==> config.mk <==
export PLATFORM = sky130hd
export DESIGN_NAME = muldiv_unit_flat
export DESIGN_NICKNAME = d
export VERILOG_FILES = /design/src/rtl/muldiv_unit_if.sv /design/src/rtl/muldiv_unit.sv /design/src/flat_wrapper.sv
export SDC_FILE = /design/constraint.sdc
export NUM_CORES = 1
export LEC_CHECK = 0
export ABC_AREA = 1
export CAP_MARGIN = 20
export CORE_MARGIN = 1.5
export CORE_UTILIZATION = 55
export DETAILED_ROUTE_END_ITERATION = 16
export GPL_ROUTABILITY_DRIVEN = 0
export PLACE_DENSITY_LB_ADDON = 0.08
export SETUP_SLACK_MARGIN = 0.1
export SLEW_MARGIN = 20
export SYNTH_ARGS = -nofsm -noshare
export SYNTH_HDL_FRONTEND = slang
export SYNTH_SLANG_ARGS = --single-unit
==> constraint.sdc <==
create_clock -name clk -period 6.4 [get_ports clk]
set_input_delay 1.28 -clock clk [delete_from_list [all_inputs] [get_ports clk]]
set_output_delay 1.28 -clock clk [all_outputs]
set_load 0.02 [all_outputs]
==> src/rtl/muldiv_unit_if.sv <==
// Request/response bundle between the execute-stage controller and muldiv_unit.
interface muldiv_unit_if;
  localparam int XLEN = 32;

  logic            start;
  logic [2:0]      op;
  logic [XLEN-1:0] in_0;
  logic [XLEN-1:0] in_1;
  logic            kill;
  logic            busy;
  logic            out_valid;
  logic [XLEN-1:0] out;

  modport master (
    output start, op, in_0, in_1, kill,
    input  busy, out_valid, out
  );

  modport slave (
    input  start, op, in_0, in_1, kill,
    output busy, out_valid, out
  );
endinterface

==> src/rtl/muldiv_unit.sv <==
// Iterative RV32M multiply/divide: 32-cycle shift-add multiply / restoring divide.
// Optional MULDIV_EARLY_OUT_EN: trivial multiplies and small-quotient divides finish in one cycle.
module muldiv_unit (
  input  logic          clk,
  input  logic          rst,
  muldiv_unit_if.slave  bus
);
  localparam int XLEN = 32;

  // state | meaning
  // IDLE  | waiting for start
  // CALC  | 32 shift-add / restoring-divide iterations
  // FIX   | sign correction and result select
  // DONE  | out_valid pulse
  typedef enum logic [1:0] {IDLE, CALC, FIX, DONE} state_t;

  state_t          state;
  logic [2:0]      op_q;
  logic [XLEN-1:0] a_mag;
  logic [XLEN-1:0] b_mag;
  logic            neg_res;
  logic [4:0]      cnt;
  logic [XLEN:0]   hi;
  logic [XLEN-1:0] lo;

  logic            a_signed, b_signed, sa, sb, is_div;
  logic [XLEN-1:0] amag_in, bmag_in;
  logic            div_zero, div_ovf, mul_zero, div_small, special;
  logic [XLEN-1:0] special_val;

  always_comb begin
    is_div   = bus.op[2];
    a_signed = (bus.op == 3'b001) || (bus.op == 3'b010) ||
               (bus.op == 3'b100) || (bus.op == 3'b110);
    b_signed = (bus.op == 3'b001) || (bus.op == 3'b100) || (bus.op == 3'b110);
    sa       = a_signed & bus.in_0[XLEN-1];
    sb       = b_signed & bus.in_1[XLEN-1];
    amag_in  = sa ? -bus.in_0 : bus.in_0;
    bmag_in  = sb ? -bus.in_1 : bus.in_1;
    div_zero = is_div && (bus.in_1 == '0);
    div_ovf  = is_div && !bus.op[0] && (bus.in_0 == 32'h8000_0000) &&
               (bus.in_1 == 32'hFFFF_FFFF);
`ifdef MULDIV_EARLY_OUT_EN
    mul_zero  = !is_div && ((bus.in_0 == '0) || (bus.in_1 == '0));
    div_small = is_div && (bmag_in > amag_in);
`else
    mul_zero  = 1'b0;
    div_small = 1'b0;
`endif
    special     = div_zero || div_ovf || mul_zero || div_small;
    special_val = '0;
    if (div_zero)
      special_val = bus.op[1] ? bus.in_0 : '1;
    else if (div_ovf)
      special_val = bus.op[1] ? '0 : 32'h8000_0000;
    else if (div_small)
      special_val = bus.op[1] ? bus.in_0 : '0;
  end

  logic [XLEN:0]     mul_sum;
  logic [XLEN+1:0]   div_shift;
  logic [XLEN+1:0]   div_trial;
  logic              div_ge;

  // div_shift/div_trial carry one spare top bit so the trial sign is directly visible.
  always_comb begin
    mul_sum   = {1'b0, hi[XLEN-1:0]} + (lo[0] ? {1'b0, a_mag} : '0);
    div_shift = {hi, lo[XLEN-1]};
    div_trial = div_shift - {2'b00, b_mag};
    div_ge    = ~div_trial[XLEN+1];
  end

  logic [2*XLEN-1:0] prod_fix;
  logic [XLEN-1:0]   quo_fix, rem_fix, fix_result;

  always_comb begin
    prod_fix = neg_res ? -{hi[XLEN-1:0], lo} : {hi[XLEN-1:0], lo};
    quo_fix  = neg_res ? -lo : lo;
    rem_fix  = neg_res ? -hi[XLEN-1:0] : hi[XLEN-1:0];
    case (op_q)
      3'b000:                 fix_result = prod_fix[XLEN-1:0];
      3'b001, 3'b010, 3'b011: fix_result = prod_fix[2*XLEN-1:XLEN];
      3'b100, 3'b101:         fix_result = quo_fix;
      default:                fix_result = rem_fix;
    endcase
  end

  always_ff @(posedge clk) begin
    if (rst) begin
      state         <= IDLE;
      op_q          <= '0;
      a_mag         <= '0;
      b_mag         <= '0;
      neg_res       <= 1'b0;
      cnt           <= '0;
      hi            <= '0;
      lo            <= '0;
      bus.busy      <= 1'b0;
      bus.out_valid <= 1'b0;
      bus.out       <= '0;
    end else begin
      bus.out_valid <= 1'b0;
      if (bus.kill) begin
        state    <= IDLE;
        bus.busy <= 1'b0;
      end else begin
        case (state)
          IDLE: begin
            if (bus.start) begin
              op_q     <= bus.op;
              a_mag    <= amag_in;
              b_mag    <= bmag_in;
              neg_res  <= (bus.op[2] & bus.op[1]) ? sa : (sa ^ sb);
              cnt      <= '0;
              bus.busy <= 1'b1;
              if (special) begin
                bus.out       <= special_val;
                bus.out_valid <= 1'b1;
                state         <= DONE;
              end else begin
                hi    <= '0;
                lo    <= is_div ? amag_in : bmag_in;
                state <= CALC;
              end
            end
          end
          CALC: begin
            if (op_q[2]) begin
              hi <= div_ge ? div_trial[XLEN:0] : div_shift[XLEN:0];
              lo <= {lo[XLEN-2:0], div_ge};
            end else begin
              hi <= {1'b0, mul_sum[XLEN:1]};
              lo <= {mul_sum[0], lo[XLEN-1:1]};
            end
            cnt <= cnt + 5'd1;
            if (cnt == 5'd31)
              state <= FIX;
          end
          FIX: begin
            bus.out       <= fix_result;
            bus.out_valid <= 1'b1;
            state         <= DONE;
          end
          default: begin
            state    <= IDLE;
            bus.busy <= 1'b0;
          end
        endcase
      end
    end
  end
endmodule
==> src/flat_wrapper.sv <==
// flat-port wrapper written by rule: the top's interface ports become plain ports
module muldiv_unit_flat 
  (clk, rst, bus_start, bus_op, bus_in_0, bus_in_1, bus_kill, bus_busy, bus_out_valid, bus_out);
  muldiv_unit_if bus_i ();
  input  logic clk;
  input  logic rst;
  input wire logic [$bits(bus_i.start)-1:0] bus_start;
  input wire logic [$bits(bus_i.op)-1:0] bus_op;
  input wire logic [$bits(bus_i.in_0)-1:0] bus_in_0;
  input wire logic [$bits(bus_i.in_1)-1:0] bus_in_1;
  input wire logic [$bits(bus_i.kill)-1:0] bus_kill;
  output wire logic [$bits(bus_i.busy)-1:0] bus_busy;
  output wire logic [$bits(bus_i.out_valid)-1:0] bus_out_valid;
  output wire logic [$bits(bus_i.out)-1:0] bus_out;
  assign bus_i.start = bus_start;
  assign bus_i.op = bus_op;
  assign bus_i.in_0 = bus_in_0;
  assign bus_i.in_1 = bus_in_1;
  assign bus_i.kill = bus_kill;
  assign bus_busy = bus_i.busy;
  assign bus_out_valid = bus_i.out_valid;
  assign bus_out = bus_i.out;
  muldiv_unit u_core (.clk(clk), .rst(rst), .bus(bus_i));
endmodule
==> results of run 1 <==
-- tightest hold or removal path, delay by kind of cell (launching register included) --
| kind | cells | cell delay (ps) |
|---|---|---|
| DFF | 1 | 310 |
| and+or+nand+nor | 1 | 60 |
| AOI/OAI and AO/OA | 1 | 50 |
-- power breakdown --
group          switching (mW)  internal [mW]
Clock                   0.487          0.601
Sequential             0.0707           1.14
Combinational           0.827          0.336
-- final timing paths --
kind,from,to,depth (start not counted)
min reg2reg,u_core.cnt[4]$_SDFFE_PP0P_,u_core.cnt[4]$_SDFFE_PP0P_,2
max reg2reg,u_core.op_q[2]$_SDFFE_PP0P_,u_core.bus.out[13]$_SDFFE_PP0P_,7
min,u_core.cnt[4]$_SDFFE_PP0P_,u_core.cnt[4]$_SDFFE_PP0P_,2
max,bus_op[2],u_core.bus.out[6]$_SDFFE_PP0P_,12
-- layer usage --
metal | vias up | track usage | routed length [um]
met1 | 10087 | 0.569 | 29500
li1 | 10713 | - | -
met3 | 214 | 0.110 | 10000
met4 | 6 | 0.219 | 4270
met5 | - | 0 | 43
met2 | 1485 | 0.628 | 30200
-- state kept, by name, summed over array words and instances (netlist names) --
register / flops
u_core.a_mag: 32
u_core.op_q: 3
u_core.neg_res: 1
u_core.bus.busy: 1
u_core.state: 2
u_core.hi: 33
u_core.bus.out_valid: 1
u_core.cnt: 5
u_core.bus.out: 32
u_core.lo: 32
u_core.b_mag: 32
-- placed cells by master, fill, tap and decap left out, types with 10 or more instances in the layout --
cell	n
nor2_2	12
a31oi_1	23
nand3_1	265
xor2_1	76
ha_1	75
o21ai_1	15
nor2_1	494
dfxtp_1	172
clkbuf_16	17
nor3_1	35
nand4_1	52
inv_1	424
nand2_1	844
o211ai_1	28
a21oi_1	274
a21oi_2	10
clkdlybuf4s50_1	103
buf_4	16
o21ai_0	285
xnor2_1	10
inv_2	16
-- kinds of logic (layout without fill, tap and decap cells) --
group,after synthesis,in the layout,synth area share
buffers and inverters,569,596,0.122
XOR/XNOR,86,86,0.0413
AND/OR/NAND/NOR,1745,1745,0.399
flip-flops,174,174,0.191
AO/OA/AOI/OAI,660,660,0.192
adder cells (fa/ha/maj),77,77,0.0537
-- layout make-up --
class                      count  area [um2]
sequential                   174        3490
tap                          442         553
clock inverter                11         130
clock buffer                  21         460
fill                        3349       12600
inverter                     444        1670
multi-input combinational   2568       12500
timing repair buffer         120        1160
==> results.yml, run 1 <==
outcome:
  status: "completed"
timing:
  rsz0062_at_grt: "false"
  min_period_ps: 4410
  fmax_mhz: 227
  post-route-period-util: 0.689
  whs_ps: 473
  slew_viol_final: 0
  relSlewSlack: 0.268
  finalSetupViolCount: 0
  tightest_slew_ps: 1100
  finClkSkew_ps: 19.7
  fin_tns_setup_ps: 0
  finalHoldViolations: 0
  timing.final.ws_setup_ps: 1990
logic_synthesis:
  avgSynthCellArea_um2: 5.50
  yosysMostFrequentCell: "nand2_1"
  ys_async_sr_fraction: 0
  synthTopCellsByCount: "nand2_1 (844), nor2_1 (496), inv_1 (425), o21ai_0 (285), a21oi_1 (274)"
  syn_inst: 3311
  seq_area_frac_synth: 0.191
  synth_area_leader_cell: "dfxtp_1"
  ys_warn_count: 0
  synth_edf_count: 0
  ys_top_cells_by_area: "dfxtp_1 (19%), nand2_1 (17%), nor2_1 (10%), inv_1 (8.8%), o21ai_0 (7.8%)"
  ys_seq_elements: 174
  ys_types: 50
  ys.flop_type: "dfxtp_1"
  syn_nets: 3459
  netlist_area_mm2: 0.0182
  yosysTopAreaCellShare: 0.191
placed_design:
  hpwl_mm: 57.4
  dp_slack_ps: 1660
  dpl_cell_area_mm2: 0.0194
  dp.cells: 3748
  io_buffer_count: 104
floorplan:
  core_mm2: 0.0325
  io_pins: 105
  die_h_um: 185
  dieArea_mm2: 0.0342
  chipWidth_um: 185
  initial_core_util: 0.560
  num_rows: 66
finish:
  areaGrowthSynthToFinish_pct: 9.65
  layoutNonFillerInstCount: 3780
  diodes: 0
  stdcell_area_mm2: 0.0200
  nets: 3473
  fin_util: 0.614
  drive_gt1_frac: 0.0333
grt:
  antenna_found_initial: 3
  grt_max_degree: 88
  track_usage: 0.426
  grt_pass1_wl_mm: 111
  grt_pass1_vias: 19623
  grt-ovfl-total: 0
detailed_routing:
  first_pass_iters: 7
  drc: 0
  viasPerCell: 5.95
  wirelength_mm: 74.0
  drtIter0Drc: 3357
  drtAntennaViolNets: 0
  dr_total_vias: 22505
  wl_per_cell_um: 19.6
clock_tree:
  path_clk_slew_ps: 70
  clock_tree.root_cell: "clkbuf_16"
  postCtsSetupBuffers: 0
  htreeDepth: 4
  cts_sinks: 174
  cts_resized: 0
  clockBufferDepth: 2
  postCtsHoldBufs: 0
  insertion_delay_ps: 460
  cts_tree: "built"
  cts_buffers: 17
critical_path:
  path_class: "input port to flop"
  path_max_fanout: 43
  crit_required_ps: 6710
  cp_top_family: "buffers and inverters"
  critPathCaptureType: "flop"
  worstSetupStartpointType: "input port"
  rrSetupSlack_ps: 2350
  critPathSlowestCell: "a21oi_4"
  crit_chain: "clkdlybuf4s50_1 -> buf_4 -> inv_1 -> nor2_1 -> nand3_1 -> nand2_1 -> nand2_2 -> a21oi_4 -> buf_4 -> inv_2 -> nor2_1 -> a21oi_1"
  path_buf_inv: 5
  slowest_delay_ps: 620
  cp.arrival_ps: 4720
power_and_ir_drop:
  ir_worst_vdd_mv: 0.202
  p_total_mw: 3.46
  leakagePower_nw: 9.80
  p_per_area_mw_per_mm2: 173
min_path:
  hold_class: "flop to flop"
run:
  cap_violations: 0
No activity file was read; power rests on OpenSTA's default activity.
==> run 2: changes to the inputs <==
==> constraint.sdc (replaced) <==
create_clock -name clk -period 4.3 [get_ports clk]
set_input_delay 0.86 -clock clk [delete_from_list [all_inputs] [get_ports clk]]
set_output_delay 0.86 -clock clk [all_outputs]
set_load 0.02 [all_outputs]
==> run 2 against run 1 <==
Against the previous run:
- critical path depth increased by 4
- sequential cell count unchanged
- power increased by 51%
- sequential power increased by 47%
- first-iteration DRC count decreased by 1.4%
- clock power increased by 54%
- utilization increased by 0.45 points
- worst hold slack improved by 0.90 ps
- critical path type is now flop to flop
- die area unchanged
==> results.yml, run 2 (same netlist as run 1, synthesis figures left out) <==
clock_tree:
  cts_resized: 0
  cts_tree: "built"
  path_clk_slew_ps: 70
  postCtsSetupBuffers: 0
  postCtsHoldBufs: 0
  cts_sinks: 174
  htreeDepth: 4
  cts_buffers: 17
  clock_tree.root_cell: "clkbuf_16"
  insertion_delay_ps: 450
  clockBufferDepth: 2
floorplan:
  chipWidth_um: 185
  io_pins: 105
  num_rows: 66
  initial_core_util: 0.560
  die_h_um: 185
  dieArea_mm2: 0.0342
  core_mm2: 0.0325
finish:
  nets: 3488
  largest_reg_flops: 33
  drive_gt1_frac: 0.0376
  max_flop_register: "u_core.hi"
  areaGrowthSynthToFinish_pct: 10.4
  fill_cells: 3335
  layout_common_cells: "nand2_1 (844), nor2_1 (495), inv_1 (424)"
  final_common_cell: "nand2_1"
  diodes: 0
critical_path:
  path_class: "flop to flop"
  path_buf_inv: 2
  worstSetupStartpointType: "flop"
  critPathSlowestCell: "dfxtp_1"
  crit_required_ps: 4580
  critPathCaptureType: "flop"
  cp_top_family: "simple AND/OR/NAND/NOR gates"
  path_max_fanout: 7
  crit_top_cell: "nand2_1"
  cp.arrival_ps: 3620
  crit_chain: "inv_1 -> fa_1 -> inv_1 -> nand2_1 -> o21ai_0 -> nand2_1 -> nand2_1 -> nand2_1 -> nand2_1 -> nand2_1 -> nand2_1 -> nand2_1 -> a21oi_1 -> nor2_1 -> nand2_1 -> a21oi_1"
  slowest_delay_ps: 580
detailed_routing:
  drtIter0Drc: 3309
  wirelength_mm: 73.2
  first_pass_iters: 9
  dr_total_vias: 22700
  drc: 0
  wl_per_cell_um: 19.3
  viasPerCell: 5.98
  drtAntennaViolNets: 0
timing:
  relSlewSlack: 0.306
  slew_viol_final: 0
  fin_tns_setup_ps: 0
  post-route-period-util: 0.778
  min_period_ps: 3340
  timing.final.ws_setup_ps: 957
  fmax_mhz: 299
  finClkSkew_ps: 19.8
  tightest_slew_ps: 1040
  finalSetupViolCount: 0
  finalHoldViolations: 0
  rsz0062_at_grt: "false"
grt:
  grt-ovfl-total: 0
  grt_pass1_wl_mm: 110
  track_usage: 0.422
  antenna_found_initial: 1
  grt_max_degree: 87
  grt_pass1_vias: 19616
power_and_ir_drop:
  leakagePower_nw: 9.88
  p_per_area_mw_per_mm2: 259
  ir_worst_vdd_mv: 0.283
run:
  cap_violations: 0
min_path:
  hold_class: "flop to flop"
placed_design:
  dp_slack_ps: 695
  io_buffer_count: 104
  hpwl_mm: 57.9
outcome:
  status: "completed"
## run 2: changes by cell type in the layout (fill, tap and decap cells not counted), sizes merged
cell,delta
bufinv,+1
buf,+15
clkinvlp,+1
inv,-1
clkinv,+1
clkbuf,-2
## run 2: tightest hold or removal path, cell delays in order (launching register included)
cell and delay [ps]:
dfxtp_1 320, nand2_1 60, a21oi_1 50
## run 2: where the power goes
group | switching, mW | leakage (nW) | total, mW | internal (mW)
Clock | 0.733 | 0.298 | 1.68 | 0.945
Sequential | 0.0813 | 1.42 | 1.78 | 1.69
Combinational | 1.26 | 8.16 | 1.77 | 0.506
## run 2: layout make-up
class                   count  area, um2  share of cell area
multi-input cells        2568      12500               0.622
well taps                 442        553              0.0275
inverters                 444       1670              0.0828
repair buffers            135       1270              0.0630
clock buffers              19        443              0.0220
clock inverters            13        183             0.00908
flip-flops and latches    174       3490               0.173
## run 2: layer usage
layer / part of all wire / wire, um / track usage
met1: 0.40 / 29000 / 0.564
met2: 0.41 / 30100 / 0.622
met3: 0.13 / 9480 / 0.0967
met4: 0.062 / 4570 / 0.235
met5: 0.00018 / 13 / 0
## run 2: per-stage QoR
step           hold WS (ps)  instance area (um2)  power, mW  cells  utilization
3_3_place_gp            457                19500       3.46   3763        0.599
3_5_place_dp            461                19500       3.48   3763        0.599
4_1_cts                 473                20100       5.12   3795        0.619
2_1_floorplan           445                18200       2.90   3311            -
5_1_grt                 491                20100       5.42   3795        0.619
6_report                474                20100       5.22   3795        0.619
## run 2: final timing paths
path	cells after the start	to	slack (ps)	startpoint
worst max-delay path	16	u_core.hi[19]$_SDFFE_PP0P_	960	u_core.hi[1]$_SDFFE_PP0P_
worst min-delay path	2	u_core.cnt[4]$_SDFFE_PP0P_	470	u_core.cnt[4]$_SDFFE_PP0P_
worst max register to register	16	u_core.hi[19]$_SDFFE_PP0P_	960	u_core.hi[1]$_SDFFE_PP0P_
worst min register to register	2	u_core.cnt[4]$_SDFFE_PP0P_	470	u_core.cnt[4]$_SDFFE_PP0P_
